File: src/rtl/demux_event_collector.sv
// Collects per-channel demux strobes into saturating counters and drains them round-robin
// as {channel, count} beats over valid/ready. Define EVC_OVF_FLAG_EN for sticky overflow flags.
module demux_event_collector #(
   parameter int NCH   = 16,
   parameter int CH_W  = 4,
   parameter int CNT_W = 4
) (
   input  logic             clk,
   input  logic             rst_n,
   input  logic [NCH-1:0]   ev_in,
   output logic             out_valid,
   input  logic             out_ready,
   output logic [CH_W-1:0]  out_ch,
   output logic [CNT_W-1:0] out_cnt,
   output logic [NCH-1:0]   pending
`ifdef EVC_OVF_FLAG_EN
   ,
   output logic [NCH-1:0]   ovf
`endif
);

   localparam logic [CNT_W-1:0] CNT_MAX = '1;

   typedef enum logic {EMPTY = 1'b0, FULL = 1'b1} state_t;

   state_t           state_q;
   logic [CNT_W-1:0] cnt_q [NCH];
   logic [CNT_W-1:0] cnt_d [NCH];
   logic [CH_W-1:0]  rr_ptr_q;
   logic [CH_W-1:0]  out_ch_q;
   logic [CNT_W-1:0] out_cnt_q;
   logic [CH_W-1:0]  win;
   logic             found;
   logic             grant;
   logic [NCH-1:0]   clr;

   always_comb begin
      for (int i = 0; i < NCH; i++) pending[i] = (cnt_q[i] != '0);
   end

   // Search starts one past the last winner; CH_W-bit addition wraps modulo NCH.
   always_comb begin
      // NOTE: every combinational output gets a default first so no latch is inferred.
      found = 1'b0;
      win   = '0;
      for (int k = 1; k <= NCH; k++) begin
         if (!found && pending[rr_ptr_q + CH_W'(k)]) begin
            found = 1'b1;
            win   = rr_ptr_q + CH_W'(k);
         end
      end
   end

   assign grant = found && (state_q == EMPTY || out_ready);

   always_comb begin
      clr = '0;
      if (grant) clr[win] = 1'b1;
   end

   // A grant restarts the count at the same-cycle strobe; saturated strobes are dropped.
   always_comb begin
      for (int i = 0; i < NCH; i++) begin
         if (clr[i])
            cnt_d[i] = CNT_W'(ev_in[i]);
         else if (ev_in[i] && cnt_q[i] != CNT_MAX)
            cnt_d[i] = cnt_q[i] + 1'b1;
         else
            cnt_d[i] = cnt_q[i];
      end
   end

   always_ff @(posedge clk or negedge rst_n) begin
      if (!rst_n) begin
         // NOTE: the counter array is state the protocol relies on, so it is reset like any flop.
         for (int i = 0; i < NCH; i++) cnt_q[i] <= '0;
      end else begin
         // NOTE: sequential state uses non-blocking assignments only.
         for (int i = 0; i < NCH; i++) cnt_q[i] <= cnt_d[i];
      end
   end

   always_ff @(posedge clk or negedge rst_n) begin
      if (!rst_n) begin
         state_q   <= EMPTY;
         out_ch_q  <= '0;
         out_cnt_q <= '0;
         rr_ptr_q  <= CH_W'(NCH - 1);
      end else begin
         if (grant) begin
            state_q   <= FULL;
            out_ch_q  <= win;
            out_cnt_q <= cnt_q[win];
            rr_ptr_q  <= win;
         end else if (state_q == FULL && out_ready) begin
            state_q <= EMPTY;
         end
      end
   end

   assign out_valid = (state_q == FULL);
   assign out_ch    = out_ch_q;
   assign out_cnt   = out_cnt_q;

`ifdef EVC_OVF_FLAG_EN
   logic [NCH-1:0] ovf_q;

   always_ff @(posedge clk or negedge rst_n) begin
      if (!rst_n) begin
         ovf_q <= '0;
      end else begin
         for (int i = 0; i < NCH; i++) begin
            if (clr[i])
               ovf_q[i] <= 1'b0;
            else if (ev_in[i] && cnt_q[i] == CNT_MAX)
               ovf_q[i] <= 1'b1;
         end
      end
   end

   assign ovf = ovf_q;
`endif

endmodule

File: config.mk
export PLATFORM = sky130hd
export DESIGN_NAME = demux_event_collector
export DESIGN_NICKNAME = d
export VERILOG_FILES = /design/src/rtl/demux_event_collector.sv
export SDC_FILE = /design/constraint.sdc
export NUM_CORES = 1
export LEC_CHECK = 0
export CORE_ASPECT_RATIO = 2
export CORE_MARGIN = 1.5
export CORE_UTILIZATION = 25
export DETAILED_ROUTE_END_ITERATION = 8
export REMOVE_ABC_BUFFERS = 1
export SETUP_SLACK_MARGIN = 0.02
export SLEW_MARGIN = 20
export SYNTH_ARGS = -nofsm -noshare
export SYNTH_HDL_FRONTEND = slang
export SYNTH_SLANG_ARGS = --single-unit
File: constraint.sdc
create_clock -name clk -period 7.4 [get_ports clk]
set_input_delay 1.48 -clock clk [delete_from_list [all_inputs] [get_ports clk]]
set_output_delay 1.48 -clock clk [all_outputs]
set_load 0.01 [all_outputs]
After elaboration in Yosys (flattened, before gate mapping)
Index checks and enable logic that the tools add are counted.
Operators by class
  equal/unequal tests: 16
  muxes and demuxes: 104
  bitwise gates (word level): 2
  reduce and logical (&&, ||, !) cells: 83
  magnitude comparators: 19
  add/sub/neg operators: 31
Operators by type and width (number)
  two-way mux 4 bit: 50
  less-than comparator 4 x 5 -> 1 bit, second input constant: 17
  adder 4 x 1 -> 4 bit, second input constant: 17
  binary-select mux 1 bit (select 4 bit): 16
  != test 4 bit, second input constant: 16
  nonzero test 4 bit: 16
  two-way mux 1 bit: 35
  logical AND 1 bit: 34
  nonzero test 2 bit: 17
  adder 4 bit, second input constant: 8
  adder 4 x 3 -> 4 bit, second input constant: 4
  binary-select mux 4 bit (select 4 bit): 1
  two-way mux 16 bit: 1
  logical NOT 1 bit: 15
  adder 4 x 2 -> 4 bit, second input constant: 2
  >= comparator 5 bit, second input constant: 1
  NOT 4 -> 5 bit: 1
  demux 1 bit (select 4 bit): 1
  >= comparator 4 x 1 -> 1 bit, second input constant: 1
  logical OR 1 bit: 1
  NOT 1 bit: 1
Word-level totals
  bits in registers: 77
  word-level logic and storage cells: 275

Logic depth before layout (Yosys ltp)
  depth after elaboration: 55
  gate-level depth with buffers: 23
  gate-level depth less buffers: 15

Worst setup path before layout
No wires, ideal clock.
  path type: register to register
  start: register rr_ptr_q[0]
  end: register cnt_q[4] in the netlist's numbering
  data required time: 7272 ps
  arrival: 5172 ps
  stages on the path, launching flop included: 21
  buffers on the path: 6
  slack: 2100 ps
  period minus slack after synthesis: 5300 ps
  cells stage by stage: dfstp_2 buf_6 buf_6 buf_2 inv_1 clkbuf_1 ha_1 buf_2 clkinv_1 nor4_1 nor4_2 o21ai_0 buf_2 a21o_1 a21oi_1 o41ai_1 a2111oi_4 or2_2 nor2_1 and2_1 mux2_1
Between the ends
  longest elaborated chain between the ends: 55
  elaborated cells on any way between the ends: 118
Ends and longest elaborated chain
  start, declared: RTL line 29  | logic [CH_W-1:0] rr_ptr_q;
  start signal, assigned: RTL line 88  | rr_ptr_q <= CH_W'(NCH - 1);
  start signal, assigned: RTL line 94  | rr_ptr_q <= win;
  adder 4 x 1 -> 4 bit: RTL line 47, 49
  binary-select mux 1 bit (select 4 bit): RTL line 47  | if (!found && pending[rr_ptr_q + CH_W'(k)]) begin
  two-way mux 1 bit (not written as such): RTL line 47
  two-way mux 1 bit: RTL line 47
  logical NOT 1 bit: RTL line 47
  logical AND 1 bit: RTL line 47
  two-way mux 1 bit: RTL line 47
  logical NOT 1 bit: RTL line 47
  (+39 left out)
  logical AND 1 bit: RTL line 47
  two-way mux 4 bit: RTL line 47
  less-than comparator 4 x 5 -> 1 bit (not written as such) or >= comparator 4 x 1 -> 1 bit (tied branches): RTL line 58  | if (grant) clr[win] = 1'b1;
  logical AND 1 bit (not written as such): RTL line 58
  two-way mux 1 bit (not written as such): RTL line 58
  demux 1 bit (select 4 bit): RTL line 58
  two-way mux 16 bit (*): RTL line 58
  two-way mux 4 bit or nonzero test 2 bit (tied branches)
  end, declared: RTL line 27  | logic [CNT_W-1:0] cnt_q [NCH];
Every way passes the cells marked *; elsewhere a longest branch is shown, timed or not. The select of a mux whose other input is x is not followed.
A chain may end at the register's enable or synchronous reset.

Worst setup path after layout
  start: register cnt_q[25] in the netlist's numbering
  end: register cnt_q[44] in the netlist's numbering
Between the ends
  longest elaborated chain between the ends: 55
  elaborated cells on any way between the ends: 104
Ends and longest elaborated chain
  nonzero test 4 bit (*): RTL line 38  | for (int i = 0; i < NCH; i++) pending[i] = (cnt_q[i] != '0);
  binary-select mux 1 bit (select 4 bit): RTL line 47
  two-way mux 1 bit (not written as such): RTL line 47
  two-way mux 1 bit: RTL line 47
  logical NOT 1 bit: RTL line 47
  logical AND 1 bit: RTL line 47
  two-way mux 1 bit: RTL line 47
  logical NOT 1 bit: RTL line 47
  (+39 left out)
  logical AND 1 bit: RTL line 47
  two-way mux 4 bit: RTL line 47
  less-than comparator 4 x 5 -> 1 bit (not written as such) or >= comparator 4 x 1 -> 1 bit (tied branches): RTL line 58
  logical AND 1 bit (not written as such): RTL line 58
  two-way mux 1 bit (not written as such): RTL line 58
  demux 1 bit (select 4 bit): RTL line 58
  two-way mux 16 bit (*): RTL line 58
  two-way mux 4 bit or nonzero test 2 bit (tied branches)
Marked as above.

==> flow_metrics.py <==
metrics = {
    "outcome": {
        "status": "finished, final reports clean",
    },
    "clock_network": {
        "clk_latency_ns": 0.35,
        "cts_setup_buffers": 0,
        "cts_tree": "yes",
        "clockBufferDepth": 2,
        "ctsResizeCount": 0,
        "ctsHtreeMaxLevel": 3,
        "cts_sinks": 77,
        "holdBufCountCts": 0,
        "path_clk_slew_ns": 0.06,
        "cts_root_buffer": "clkbuf_16",
        "cts_buffers": 9,
    },
    "final_layout": {
        "final_nets": 1012,
        "drive_above_1_share_pct": 16.2,
        "diodes": 0,
        "fillers": 3453,
        "syn2layout_area_growth_pct": 15.0,
    },
    "route": {
        "wl_per_cell_um": 24.8,
        "ant_nets": 0,
        "avgViaCountPerCell": 5.75,
        "vias": 7965,
        "dr.pass1.iters": 6,
        "drc_errors": 0,
        "drt_iter0_drc": 502,
        "drt-total-wl_um": 34400,
    },
    "synth": {
        "synth-edff-count": 0,
        "async_flop_share_pct": 100,
        "ys_seq_area_share_pct": 23.5,
        "synth_seq_cells": 77,
        "yosysWarnings": 0,
        "synth.largest_area_cell": "dfrtp_1",
        "synth.distinct_cells": 100,
        "synth_top_area_share_pct": 22.3,
        "ys_top_cells_by_area": "dfrtp_1 (22%), mux4_2 (6.6%), ha_1 (5.9%), a21oi_1 (4.5%), mux2i_1 (4.0%)",
        "synth_top_family_by_area": "simple AND/OR/NAND/NOR gates",
        "synthCells": 915,
        "synth-simple-area-share_pct": 25.5,
        "synth-compound-area-share_pct": 22.0,
        "muxShareOfSynthArea_pct": 12.7,
        "syn-mean-instance-area_um2": 8.97,
        "syn_area_um2": 8210,
        "synthAdderAreaFrac_pct": 5.95,
        "synth-xor-area-share_pct": 4.35,
        "yosys_most_used_dff": "dfrtp_1",
    },
    "worst_setup_path": {
        "worstSetupEndpointType": "flip-flop",
        "required_ns": 7.63,
        "critPathBufInv": 2,
        "path_delay_family": "compound AO/OA/AOI/OAI gates",
        "cp_slowest_cell": "nor3b_1",
        "crit_path_frequent_cell": "a21oi_1",
        "cp_cell_sequence": "inv_1 -> ha_1 -> nor3b_1 -> inv_1 -> mux4_2 -> mux4_2 -> a21oi_1 -> a21oi_1 -> nor3_1 -> nand2_1 -> a21boi_0 -> a21oi_1 -> a211oi_2 -> and2_4 -> mux2_1",
        "arrival_ns": 6.77,
        "crit_type": "flip-flop to flip-flop",
        "critPathLaunchType": "flip-flop",
        "critical_path.max_fanout": 11,
        "max_stage_delay_ns": 0.94,
    },
    "die": {
        "ios": 44,
        "die_y_um": 259,
        "initial_core_util_pct": 25.5,
        "die-area_um2": 34000,
        "core_area_um2": 32200,
        "die_w_um": 131,
        "placementRows": 93,
    },
    "sta": {
        "drv_slew": 0,
        "hold_viol_final": 0,
        "final.setup.worst_slack_ns": 0.854,
        "rsz0062_at_grt": "false",
        "fin_crit_ns": 6.55,
        "fin_worst_skew_ns": 0.00891,
        "slew_headroom_pct": 18.2,
        "fin_tns_setup_ns": 0,
        "fmax_mhz": 153,
        "tightest_slew_ns": 1.21,
        "setup_viol": 0,
        "final.period_utilization_pct": 88.5,
    },
    "global_route": {
        "antenna_found_initial": 0,
        "first_global_vias": 8079,
        "grt_usage_pct": 20.2,
        "grt_pass1_wl_um": 51000,
        "grt_overflow_total": 0,
        "grt_start_max_net_pins": 54,
    },
    "placement": {
        "dp_hpwl_um": 26900,
        "dp_slack_ns": 1.24,
        "gp_congestion": 1.00,
        "port_buffers": 43,
    },
    "min_path": {
        "min_path_type": "flip-flop to flip-flop",
    },
    "run": {
        "maxCapViolCount": 0,
    },
}
[logic make-up after synthesis]
group | count (synthesis)
xor+xnor | 39
mux | 72
compound gates | 240
simple gates | 341
flops | 77
fa+ha+maj | 39
buf+inv | 107
[flip-flops by register name, summed over array words and instances (netlist names)]
signal	cells
rr_ptr_q	4
out_ch	4
out_cnt	4
out_valid	1
cnt_q	64
[cells in the final DEF, fill, tap and decap left out, types with 25 or more instances in the layout]
cell	count
a21oi_1	73
a211oi_1	25
xnor2_1	36
nor4_1	33
buf_4	31
mux2i_1	33
ha_1	39
nand3_1	53
nor2_1	58
dfrtp_1	73
clkdlybuf4s50_1	42
nand2_1	63
inv_1	56
[worst reg2reg max path, delay by kind of cell (launching register included)]
| family | cells | cell delay (ns) |
|---|---|---|
| AOI/OAI and AO/OA | 5 | 2.20 |
| muxes | 3 | 1.60 |
| and+or+nand+nor | 4 | 1.53 |
| buffers and inverters | 2 | 0.49 |
| DFF | 1 | 0.43 |
| adders and majority gates | 1 | 0.20 |
[cells in the mapped netlist, drive strengths merged (4+ instances only)]
cell type,n
a2111oi,9
a211oi,28
a21boi,4
a21o,4
a21oi,75
a221oi,4
a22oi,10
a311o,4
a31o,7
a31oi,5
and2,13
and3,5
and4b,13
and4bb,6
buf,31
clkbuf,14
dfrtp,73
dfstp,4
ha,39
inv,59
mux2,15
mux2i,33
mux4,24
nand2,64
nand3,54
nand4,5
nor2,60
nor3,20
nor3b,17
nor4,36
nor4b,16
o2111ai,4
o211ai,15
o21a,5
o21ai,17
o221ai,5
o22ai,4
o41ai,13
or2,12
or3,5
or4,5
xnor2,36
[through the flow]
| step | area, um2 | util (%) | std cells | hold WS [ns] |
|---|---|---|---|---|
| after CTS | 9430 | 29.3 | 1386 | 0.494 |
| after floorplan | 7950 | - | 870 | 0.514 |
| after global placement | 9150 | 28.4 | 1370 | 0.465 |
| after detailed placement | 9150 | 28.4 | 1370 | 0.472 |
| after global routing | 9440 | 29.3 | 1386 | 0.516 |
| final | 9440 | 29.3 | 1386 | 0.487 |
[final cells by class]
cell class,instances,area (um2),share of cell area [%]
inverter,62,233,2.47
timing repair buffer,73,653,6.92
tap,427,534,5.66
clock inverter,5,52.6,0.557
clock buffer,11,233,2.47
multi-input combinational,731,5800,61.5
sequential,77,1930,20.5
[routing by layer]
metal  GRT usage, %  up-vias  share of wire (%)
met1           17.7     3942                 32
li1               -     3593                  -
met4           18.0        0                9.6
met3           2.95      132                3.9
met5              0        -                  0
met2           39.4      298                 55
[path summary, 6_finish.rpt]
kind                                       start                     to  slack (ns)  cells past startpoint
max                        cnt_q[25]$_DFFE_PN0P_  cnt_q[44]$_DFFE_PN0P_        0.85                     15
min                        out_ch[3]$_DFFE_PN0P_  out_ch[3]$_DFFE_PN0P_        0.49                      1
max reg2reg                cnt_q[25]$_DFFE_PN0P_  cnt_q[44]$_DFFE_PN0P_        0.85                     15
min reg2reg                out_ch[3]$_DFFE_PN0P_  out_ch[3]$_DFFE_PN0P_        0.49                      1
max in group asynchronous                  rst_n  cnt_q[47]$_DFFE_PN0P_        5.31                      2
min in group asynchronous                  rst_n  cnt_q[19]$_DFFE_PN0P_        1.02                      1
Power is left out: the tool's default activity adds up to more than one toggle a clock period on the data nets, which glitch-free logic cannot reach.
